## src/rtl/sync_downcount.sv

```systemverilog
// Loadable down counter / interval timer with one-shot and auto-reload modes and a one-cycle tc pulse.
// Outputs register one cycle after the qualifying edge; no backpressure, en simply gates counting.
module sync_downcount #(
    parameter int WIDTH = 4
) (
    input  logic             clk,
    input  logic             rst_n,
    input  logic             en,
    input  logic             load,
    input  logic [WIDTH-1:0] load_val,
    input  logic             auto_reload,
    output logic [WIDTH-1:0] q,
    output logic             tc,
    output logic             busy,
    output logic             zero
);

    localparam logic [WIDTH-1:0] ONE = {{(WIDTH-1){1'b0}}, 1'b1};

    typedef enum logic [1:0] {
        IDLE = 2'd0,
        RUN  = 2'd1,
        DONE = 2'd2
    } state_t;

    state_t           state, state_nxt;
    logic [WIDTH-1:0] q_nxt;
    logic [WIDTH-1:0] rld, rld_nxt;
    logic             tc_nxt;

    always_ff @(posedge clk or negedge rst_n) begin
        if (!rst_n) begin
            state <= IDLE;
            q     <= '0;
            tc    <= 1'b0;
            rld   <= '0;
        end else begin
            state <= state_nxt;
            q     <= q_nxt;
            tc    <= tc_nxt;
            rld   <= rld_nxt;
        end
    end

    always_comb begin
        state_nxt = state;
        q_nxt     = q;
        rld_nxt   = rld;
        tc_nxt    = 1'b0;
        if (load) begin
            rld_nxt   = load_val;
            q_nxt     = load_val;
            state_nxt = (load_val != '0) ? RUN : IDLE;
        end else if (en && state == RUN) begin
            if (q > ONE) begin
                q_nxt = q - ONE;
            end else if (q == ONE) begin
                q_nxt  = '0;
                tc_nxt = 1'b1;
                if (!auto_reload) state_nxt = DONE;
            end else begin
                // q==0 in RUN only follows an auto-reload expiry; mode decides reload vs stop
                if (auto_reload) q_nxt = rld;
                else             state_nxt = DONE;
            end
        end
    end

    assign busy = (state == RUN);
    assign zero = (q == '0);

endmodule
```

## config.mk

```make
export PLATFORM = sky130hd
export DESIGN_NAME = sync_downcount
export DESIGN_NICKNAME = d
export VERILOG_FILES = /design/src/rtl/sync_downcount.sv
export SDC_FILE = /design/constraint.sdc
export NUM_CORES = 1
export LEC_CHECK = 0
export ABC_AREA = 1
export CAP_MARGIN = 15
export CORE_AREA = 2 2 51 53
export DETAILED_ROUTE_END_ITERATION = 6
export DIE_AREA = 0 0 53 55
export GPL_TIMING_DRIVEN = 0
export SYNTH_ARGS = -nofsm -noshare
export SYNTH_HDL_FRONTEND = slang
export SYNTH_SLANG_ARGS = --single-unit
```

## constraint.sdc

```tcl
create_clock -name clk -period 2.7 [get_ports clk]
set_input_delay 0.54 -clock clk [delete_from_list [all_inputs] [get_ports clk]]
set_output_delay 0.54 -clock clk [all_outputs]
set_load 0.005 [all_outputs]
```

==> impl_metrics.toml <==
[detailed_routing]
dr_total_vias = 618
drcViolationCount = 0
via_per_inst = 4.414
finalWirelength_um = 1399
routedWlPerCell_um = 9.993
drtIter0Drc = 7
dr.pass1.iters = 4
ant_nets = 0

[critical_path]
startpoint_type = "register"
path_cells = "inv_1, ha_1, nor3b_1, clkdlybuf4s50_1"
cp_data_required_time_ps = 2160
end_kind = "primary output"
worstPathMaxFanout = 5
path_buf_inv = 2
ff2ff_path_depth = 7
max_stage_delay_ps = 530
crit_family = "buffers and inverters"
crit_slowest_cell = "clkdlybuf4s50_1"
critPathKind = "register to primary output"
crit_start = "q[0]$_DFFE_PN0P_"
rr_startpoint = "q[0]$_DFFE_PN0P_"
cp.depth = 4
crit_arrival_ps = 1670

[pwr]
pwr-share-clk_pct = 14.3
p_comb_share_pct = 53.3
sequentialPowerShare_pct = 32.5
swShare_pct = 40.84
cell_internal_pwr_w = 0.0004596
p_leak_nw = 0.4587
p_sw_w = 0.0003173
vdd_drop_max_uv = 510.7
cellPowerDensity_mw_per_mm2 = 879.6

[synthesis]
yosysWarnings = 0
ys_seq_area_share_pct = 41.12
synth.distinct_cells = 20
post_synth.cell_area_avg_um2 = 7.356
synth_top_area_cell = "dfrtp_1"
ys_seq_elements = 11
synth.top_cell.area_share_pct = 41.12
syn-num-nets = 103
synthTopCellsByArea = "dfrtp_1 41%, nand2_1 22%, ha_1 5.6%, inv_1 5.6%, nor2_1 3.9%"
syn-cell-area_um2 = 669.4
syn_inst = 91

[floorplanning]
ios = 16
die_w_um = 53
start_util_pct = 28.31
core_area_mm2 = 0.002365
dieArea_mm2 = 0.002915
fp.dieH_um = 55
num_rows = 18

[timing]
hold_slack_ps = 469.8
fmax_ghz = 0.4528
tightest_slew_ps = 505.0
rsz0062_at_grt = "false"
slew_headroom_pct = 66.23
post-route-min-period_ps = 2208
drv_slew = 0
setup_viol = 0
finClkSkew_ps = 6.121
tns_ps = 0
fin_crit_sh_pct = 81.79
finalHoldViolCount = 0

[final_layout]
drive_above_1_share_pct = 7.273
syn2layout_area_growth_pct = 31.96
fin_cells = 140
layout.nets = 123
insertedDiodeCount = 0

[cts]
clockBufferDepth = 2
clk_pin_slew_ps = 70
holdBufCountCts = 0
cts_tree = "done"
clk_latency_ps = 270
post_cts_buffers = 0
cts_sinks = 11
ctsResizeCount = 0
cts-root-buf = "clkbuf_4"
cts_inserted_buffers = 3
cts_max_level = 1

[placement]
portBuffers = 15
hpwlAfterDp_um = 1064
gp_congestion = 0.8509
dp.cells = 136

[global_route]
grt_max_degree = 12
grt_pass1_vias = 534
grt_overflow = 0
grt_pass1_wl_um = 2366
antenna_found_initial = 0
grt_usage_pct = 11.76

[min_path]
whs_path_depth = 2
holdCritPathClass = "register to register"
hold_start = "rld[3]$_DFFE_PN0P_"

[job]
max-cap-violations = 0

[status]
status = "finished, final reports clean"
-- tightest hold or removal path, cell delays in order, from the launching register on --
cell and delay (ps):
dfrtp_1 320, nand2_1 50, nand2_1 70
-- layout make-up --
type | instances | area (um^2)
plain buffers | 1 | 7.507
clock buffers | 4 | 26.28
fillers | 263 | 1481
inverters | 11 | 41.29
multi-input cells | 68 | 345.3
flip-flops and latches | 11 | 275.3
well taps | 30 | 37.54
repair buffers | 15 | 150.1
-- registers in the layout, summed over array words and instances (netlist names) --
name   flops
q          4
rld        4
state      2
tc         1
-- synthesized netlist by cell type, drive strengths merged --
master,count
or2,1
buf,1
nand3b,2
ha,3
nor3b,1
nor3,1
a21oi,1
nand4,1
dfrtp,11
nand2,40
nor4,1
inv,11
nor2,8
nand3,3
o21ai,6
-- power groups by stage --
stage,Clock (W),Sequential [W],Combinational (W)
final,0.000111,0.000252,0.000414
after global placement,0,0.000257,0.000409
after CTS,0.000117,0.000255,0.000416
after floorplan,0,0.000251,0.000263
after global routing,0.000127,0.000262,0.000472
after detailed placement,0,0.000257,0.000414
-- layer usage --
layer  global-route usage (%)  wire length (um)  up-vias
li1                         -                 -      321
met1                    13.98               664      276
met3                    5.376                89        5
met2                    17.71               614       16
met5                        0                 0        -
met4                    6.410                31        0
-- final timing paths --
path | to | slack, ps
min in group asynchronous | q[0]$_DFFE_PN0P_ | 600
worst min register to register | rld[3]$_DFFE_PN0P_ | 470
max in group asynchronous | q[2]$_DFFE_PN0P_ | 1750
worst max-delay path | zero | 490
worst max register to register | q[1]$_DFFE_PN0P_ | 1170
worst min-delay path | rld[3]$_DFFE_PN0P_ | 470
-- logic make-up (layout without fill, tap and decap cells) --
logic type | count (synthesis) | in the layout | synth area share (%)
compound gates | 7 | 7 | 6.915
fa+ha+maj | 3 | 3 | 5.608
simple gates | 58 | 58 | 39.07
flops | 11 | 11 | 41.12
buf+inv | 12 | 31 | 7.290
-- through the flow --
step | worst slack (ps) | instance area (um^2) | total power [W] | utilization (%)
after floorplan | 1295 | 669.4 | 0.0005138 | -
after global placement | 776.4 | 857.1 | 0.0006658 | 36.24
after detailed placement | 774.1 | 857.1 | 0.0006710 | 36.24
after CTS | 461.6 | 883.3 | 0.0007872 | 37.35
after global routing | 298.5 | 883.3 | 0.0008604 | 37.35
final | 491.7 | 883.3 | 0.0007770 | 37.35
-- cells in the final DEF, fill, tap and decap left out, types with 3 or more instances in the layout --
cell type	n
dfrtp_1	11
nor2_1	7
o21ai_0	4
nand2_1	40
inv_1	10
clkdlybuf4s50_1	15
nand3_1	3
clkbuf_4	3
ha_1	3
Power figures use the tool's default switching activity.
